**config.mk**
```make
export PLATFORM = sky130hd
export DESIGN_NAME = mem_bus_arbiter
export DESIGN_NICKNAME = d
export VERILOG_FILES = /design/src/rtl/mem_bus_arbiter.sv
export SDC_FILE = /design/constraint.sdc
export NUM_CORES = 1
export LEC_CHECK = 0
export BUFFER_PORTS_ARGS = -buffer_cell sky130_fd_sc_hd__buf_2
export CORE_MARGIN = 2
export CORE_UTILIZATION = 35
export CTS_BUF_LIST = sky130_fd_sc_hd__clkbuf_8
export DETAILED_ROUTE_END_ITERATION = 6
export GPL_ROUTABILITY_DRIVEN = 1
export PLACE_DENSITY_LB_ADDON = 0.3
export SLEW_MARGIN = 10
export SYNTH_ARGS = -nofsm -noshare
export SYNTH_HDL_FRONTEND = slang
export SYNTH_SLANG_ARGS = --single-unit
```
**constraint.sdc**
```tcl
create_clock -name clk -period 2.7 [get_ports clk]
set_input_delay 0.675 -clock clk [delete_from_list [all_inputs] [get_ports clk]]
set_output_delay 0.675 -clock clk [all_outputs]
set_load 0.02 [all_outputs]
```
**src/rtl/mem_bus_arbiter.sv**
```systemverilog
// Arbitrates the single external memory bus between instruction fetch (IF) and load/store (MEM).
// Optional bus-timeout abort is compiled in with `define BUS_TIMEOUT_EN.
module mem_bus_arbiter #(
  parameter int ADDR_W  = 32,
  parameter int DATA_W  = 32,
  parameter int TIMEOUT = 16
) (
  input  logic                  clk,
  input  logic                  rst,
  input  logic [5:0]            stall,
  input  logic                  flush,
  input  logic                  if_req,
  input  logic [ADDR_W-1:0]     if_addr,
  output logic [DATA_W-1:0]     if_rdata,
  output logic                  if_stallreq,
  input  logic                  mem_req,
  input  logic                  mem_we,
  input  logic [DATA_W/8-1:0]   mem_sel,
  input  logic [ADDR_W-1:0]     mem_addr,
  input  logic [DATA_W-1:0]     mem_wdata,
  output logic [DATA_W-1:0]     mem_rdata,
  output logic                  mem_stallreq,
  output logic                  bus_req,
  output logic                  bus_we,
  output logic [DATA_W/8-1:0]   bus_sel,
  output logic [ADDR_W-1:0]     bus_addr,
  output logic [DATA_W-1:0]     bus_wdata,
  input  logic [DATA_W-1:0]     bus_rdata,
  input  logic                  bus_ack,
  output logic                  bus_err,
  output logic [2:0]            dbg_state
);

  localparam int SEL_W = DATA_W / 8;
  localparam logic [31:0] TIMEOUT_L = TIMEOUT;

  typedef enum logic [2:0] {
    S_IDLE     = 3'd0,
    S_MEM_BUSY = 3'd1,
    S_IF_BUSY  = 3'd2,
    S_MEM_HOLD = 3'd3,
    S_IF_HOLD  = 3'd4
  } state_t;

  state_t               state_q, state_d;
  logic                 bus_req_q, bus_req_d;
  logic                 bus_we_q, bus_we_d;
  logic [SEL_W-1:0]     bus_sel_q, bus_sel_d;
  logic [ADDR_W-1:0]    bus_addr_q, bus_addr_d;
  logic [DATA_W-1:0]    bus_wdata_q, bus_wdata_d;
  logic [DATA_W-1:0]    mem_data_q, mem_data_d;
  logic [DATA_W-1:0]    if_data_q, if_data_d;

  logic busy;
  logic done;
  logic timeout_hit;
  logic err_gate_mem;
  logic err_gate_if;
  logic unused_cfg;

  // Bus handshake: bus_req rises the cycle after a request is accepted in IDLE and all
  // bus_* outputs stay frozen until the slave pulses bus_ack for one cycle; bus_req is
  // low the cycle after, so at least one IDLE cycle separates transactions.
  assign busy = (state_q == S_MEM_BUSY) || (state_q == S_IF_BUSY);
  assign done = busy && (bus_ack || timeout_hit);

  // Only the MEM and IF stall bits steer this block; the rest of the vector is ignored.
  assign unused_cfg = ^{stall[5], stall[3:2], stall[0], TIMEOUT_L[0]};

`ifdef BUS_TIMEOUT_EN
  localparam int CNT_W = $clog2(TIMEOUT + 1);

  logic [CNT_W-1:0] cnt_q, cnt_d;
  logic             err_q, err_mem_q;

  assign timeout_hit = busy && !bus_ack && (cnt_q == CNT_W'(TIMEOUT - 1));
  assign cnt_d       = (busy && !bus_ack && !timeout_hit) ? cnt_q + 1'b1 : '0;

  always_ff @(posedge clk) begin
    if (rst) begin
      cnt_q     <= '0;
      err_q     <= 1'b0;
      err_mem_q <= 1'b0;
    end else begin
      cnt_q     <= cnt_d;
      err_q     <= timeout_hit;
      err_mem_q <= (state_q == S_MEM_BUSY);
    end
  end

  assign bus_err      = err_q;
  assign err_gate_mem = err_q && err_mem_q;
  assign err_gate_if  = err_q && !err_mem_q;
`else
  assign timeout_hit  = 1'b0;
  assign bus_err      = 1'b0;
  assign err_gate_mem = 1'b0;
  assign err_gate_if  = 1'b0;
`endif

  always_ff @(posedge clk) begin
    if (rst) begin
      state_q     <= S_IDLE;
      bus_req_q   <= 1'b0;
      bus_we_q    <= 1'b0;
      bus_sel_q   <= '0;
      bus_addr_q  <= '0;
      bus_wdata_q <= '0;
      mem_data_q  <= '0;
      if_data_q   <= '0;
    end else begin
      state_q     <= state_d;
      bus_req_q   <= bus_req_d;
      bus_we_q    <= bus_we_d;
      bus_sel_q   <= bus_sel_d;
      bus_addr_q  <= bus_addr_d;
      bus_wdata_q <= bus_wdata_d;
      mem_data_q  <= mem_data_d;
      if_data_q   <= if_data_d;
    end
  end

  // A flushed transaction still runs to completion; flush only changes where it lands.
  always_comb begin
    state_d = state_q;
    case (state_q)
      S_IDLE: begin
        if (!flush) begin
          if (mem_req)     state_d = S_MEM_BUSY;
          else if (if_req) state_d = S_IF_BUSY;
        end
      end
      S_MEM_BUSY: if (done) state_d = (stall[4] && !flush) ? S_MEM_HOLD : S_IDLE;
      S_IF_BUSY:  if (done) state_d = (stall[1] && !flush) ? S_IF_HOLD : S_IDLE;
      S_MEM_HOLD: if (!stall[4] || flush) state_d = S_IDLE;
      S_IF_HOLD:  if (!stall[1] || flush) state_d = S_IDLE;
      default:    state_d = S_IDLE;
    endcase
  end

  always_comb begin
    bus_req_d   = bus_req_q;
    bus_we_d    = bus_we_q;
    bus_sel_d   = bus_sel_q;
    bus_addr_d  = bus_addr_q;
    bus_wdata_d = bus_wdata_q;
    mem_data_d  = mem_data_q;
    if_data_d   = if_data_q;
    if (state_q == S_IDLE && !flush) begin
      if (mem_req) begin
        bus_req_d   = 1'b1;
        bus_we_d    = mem_we;
        bus_sel_d   = mem_sel;
        bus_addr_d  = mem_addr;
        bus_wdata_d = mem_wdata;
      end else if (if_req) begin
        bus_req_d   = 1'b1;
        bus_we_d    = 1'b0;
        bus_sel_d   = {SEL_W{1'b1}};
        bus_addr_d  = if_addr;
      end
    end
    if (done) bus_req_d = 1'b0;
    // An aborted transaction leaves zero in the owner's held register.
    if (state_q == S_MEM_BUSY && done && !flush) mem_data_d = bus_ack ? bus_rdata : '0;
    if (state_q == S_IF_BUSY && done && !flush)  if_data_d  = bus_ack ? bus_rdata : '0;
  end

  always_comb begin
    bus_req      = bus_req_q;
    bus_we       = bus_we_q;
    bus_sel      = bus_sel_q;
    bus_addr     = bus_addr_q;
    bus_wdata    = bus_wdata_q;
    dbg_state    = state_q;
    mem_rdata    = (state_q == S_MEM_BUSY && bus_ack) ? bus_rdata : mem_data_q;
    if_rdata     = (state_q == S_IF_BUSY && bus_ack) ? bus_rdata : if_data_q;
    mem_stallreq = mem_req && !flush && !(state_q == S_MEM_BUSY && bus_ack)
                   && (state_q != S_MEM_HOLD) && !err_gate_mem;
    if_stallreq  = if_req && !flush && !(state_q == S_IF_BUSY && bus_ack)
                   && (state_q != S_IF_HOLD) && !err_gate_if;
  end

endmodule

```
==> key figures <==
CTS
  • Reg clk slew, reported paths: approximately 90 ps
  • Clk root buf: clkbuf_8
  • Clock Path Buffers: 2
  • Clock sink total: ~140
  • Hold_buf cts: 0
  • CTS buffer count: 17
  • Clock H-tree levels: 4
  • CTS tree: built
  • Worst-Skew Late Latency: about 440 ps

Synth
  • Synth Instances: ~700
  • Syn Std Cell Area: roughly 0.0062 mm²
  • Sequential element share of the synthesized area: 0.440
  • Synth Net Count: between 800 and 900
  • #FFs+latches synth: about 140
  • Post-synth top area share: 0.440
  • Synthesized area per cell: between 8 and 9 µm²
  • Yosys cell types: 37
  • Synth area leader: dfxtp_1
  • Synth top area cells: dfxtp_1, nand2_1, mux2_2
  • Ys Warns: 0

Floorplan
  • Die X: about 140 µm
  • Initial Util: 0.359
  • Die area: 0.0189 mm²
  • Number of I/O pins: ~290
  • Chip height: about 140 µm
  • Row cnt: between 40 and 50
  • Core area: 0.0174 mm²

Cells and area
  • Fin cells: 1200
  • Layout filler cell count: between 1500 and 2000
  • Fin nets: between 1000 and 1500
  • Design area: 0.00830 mm²
  • Layout cells sized above 1: 0.457
  • Antenna cells: 0
  • Synth-to-Final Area Change: 33.0%
  • Core Util, Final: 0.478

Drt
  • Vias per cell: ~4.8
  • Total wire length: roughly 18000 µm
  • ANT nets after route: 0
  • DR pass1 iterations: 4
  • Avg WL per Cell: between 10 and 15 µm
  • Initial DRC Count: 151
  • # DRC: 0
  • Vias: 5710

STA
  • Max Clk Rate: ~0.38 GHz
  • Final period util: 0.970
  • Worst slew margin: 0.459
  • Final Max Slew Viols: 0
  • Final hold violations: 0
  • Unrepaired setup endpoints after global routing: true
  • Clock Skew: 10.3 ps
  • Tmin final: 2620 ps
  • Setup Viol. Count Final: 0
  • Worst-margin pin slew: around 810 ps
  • Setup tns final: 0 ps

Global route
  • Initial antenna violation count: 0
  • Met1 usage: 0.219
  • Grt peak-use layer: met2
  • Largest net degree at the start of global routing: 62
  • Met2 Usage GRT: 0.312
  • First-pass GRT wire length: 27000 µm
  • Grt total ovfl: 0
  • Vias in the first global route: about 5300
  • GRT met3 Usage: 0.0545
  • GRT Util Overall: 0.183

Power and ir drop
  • Lkg Pwr: 3.78 nW
  • Peak supply drop: just under 0.3 mV
  • Pwr Density: between 600 and 700 mW/mm²

Run status
  • Status: complete, no violations

Hold path
  • Min-Delay Path Class: reg2reg

Worst setup path
  • Crit start category: input pin
  • CP Max Fanout: 13
  • Critical path class: in2out
  • Critical Path AT: between 1500 and 2000 ps
  • Crit. End Element: output port
  • CP required: 2030 ps

Place
  • Buffers added on ports: about 280
  • RD Place Congestion: slightly below 0.8
  • Post-DP HPWL: about 12000 µm
  • Placed cell area: 0.00779 mm²
  • Placed insts: about 1200

Run
  • Max_cap viols: 0
==> sequential cells by signal, indices dropped and copies added, names as in the netlist <==
signal	flops
if_data_q	32
dbg_state	3
mem_data_q	32
bus_we	1
bus_wdata	32
bus_addr	32
bus_sel	4
bus_req	1
==> per-stage QoR <==
step	worst slack, ps	power (mW)	hold WS [ps]
4_1_cts	41.2	5.41	424
3_3_place_gp	143	3.61	440
5_1_grt	5.75	5.64	427
2_1_floorplan	404	3.19	434
3_5_place_dp	139	3.63	444
6_report	81.0	5.35	454
==> placed cells by master (no fill, tap or decap), types with 2 or more instances in the layout <==
master and n:
nand3_1 2, clkinvlp_4 4, clkinv_4 2, o22ai_1 4, bufinv_16 2, nand2b_1 2, buf_4 22, nand2_1 196
dfxtp_1 135, o21ai_0 2, mux2i_1 34, buf_6 3, clkbuf_8 18, nor2b_1 2, buf_12 6, inv_6 6
nor2_1 40, a21oi_1 98, a211oi_2 32, buf_2 275, mux2_2 65
==> repair_timing <==
| item | CTS | global route |
|---|---|---|
| gates resized for setup | 1 | 9 |
| cloned | 0 | 1 |
| buffers inserted | 0 | 4 |
| pin swaps | 0 | 1 |
| setup endpoints to repair | 26 | 26 |
==> report_power, final <==
group	switching (mW)	internal [mW]	total, mW
clock network	0.878	0.865	1.74
registers	0.0743	2.17	2.24
logic	0.813	0.549	1.36
total	1.76	3.58	5.35
==> worst max-delay path, stage by stage <==
cell      delay, ps
buf_2           150
nand3b_4        120
nor2_4          190
buf_6           140
buf_12          150
mux2_2          360
buf_2           160
==> worst paths after layout <==
kind                  from       endpoint  slack (ps)  depth (start not counted)
max                bus_ack  mem_rdata[18]          80                          7
max reg2reg   dbg_state[0]   bus_addr[28]         790                          6
min          bus_wdata[10]  bus_wdata[10]         450                          2
min reg2reg  bus_wdata[10]  bus_wdata[10]         450                          2
==> cell families (layout without fill, tap and decap cells) <==
kind of cell / count (synthesis) / count (layout) / share of synthesized area
AO/OA/AOI/OAI: 139 / 139 / 0.153
multiplexers: 99 / 99 / 0.172
XOR/XNOR: 1 / 1 / 0.00140
buffers and inverters: 61 / 340 / 0.0612
flip-flops: 137 / 137 / 0.440
AND/OR/NAND/NOR: 258 / 258 / 0.172
other: 1 / 1 / 0.000601
==> synth_stat cells <==
library cell  instances
nor2_1               40
buf_4                13
o32a_1                1
o21ai_0               2
nor4_2                1
nand2_1             196
nor4_4                1
a21oi_1              98
and4bb_1              1
a211oi_2             32
inv_1                 1
xnor2_1               1
buf_6                11
and4b_1               1
or4_1                 1
conb_1                1
and2b_1               1
nor2b_1               3
o22ai_1               4
nand2b_1              2
nand4bb_1             1
nor3_1                1
o2111a_1              1
mux2i_1              34
nor3_2                1
clkbuf_1             19
and3b_1               1
buf_2                17
and2_1                1
or3_1                 1
nor3b_1               1
nand3b_2              1
nor2_2                1
nand3_1               2
dfxtp_1             137
mux2_2               65
o311ai_0              1
==> per-layer routing <==
layer	up-vias	part of all wire
li1	2886	-
met1	2619	0.43
met2	179	0.47
met3	26	0.072
met4	0	0.020
met5	-	0
==> layout make-up <==
class	instances	area [µm²]	area share
Timing Repair Buffer	307	1720	0.207
Tap cell	225	282	0.0339
Clock inverter	14	160	0.0193
Multi-Input combinational cell	498	3140	0.378
Clock buffer	18	248	0.0299
Sequential cell	137	2750	0.331
Inverter	1	3.75	0.000452
Power figures use the tool's default switching activity.
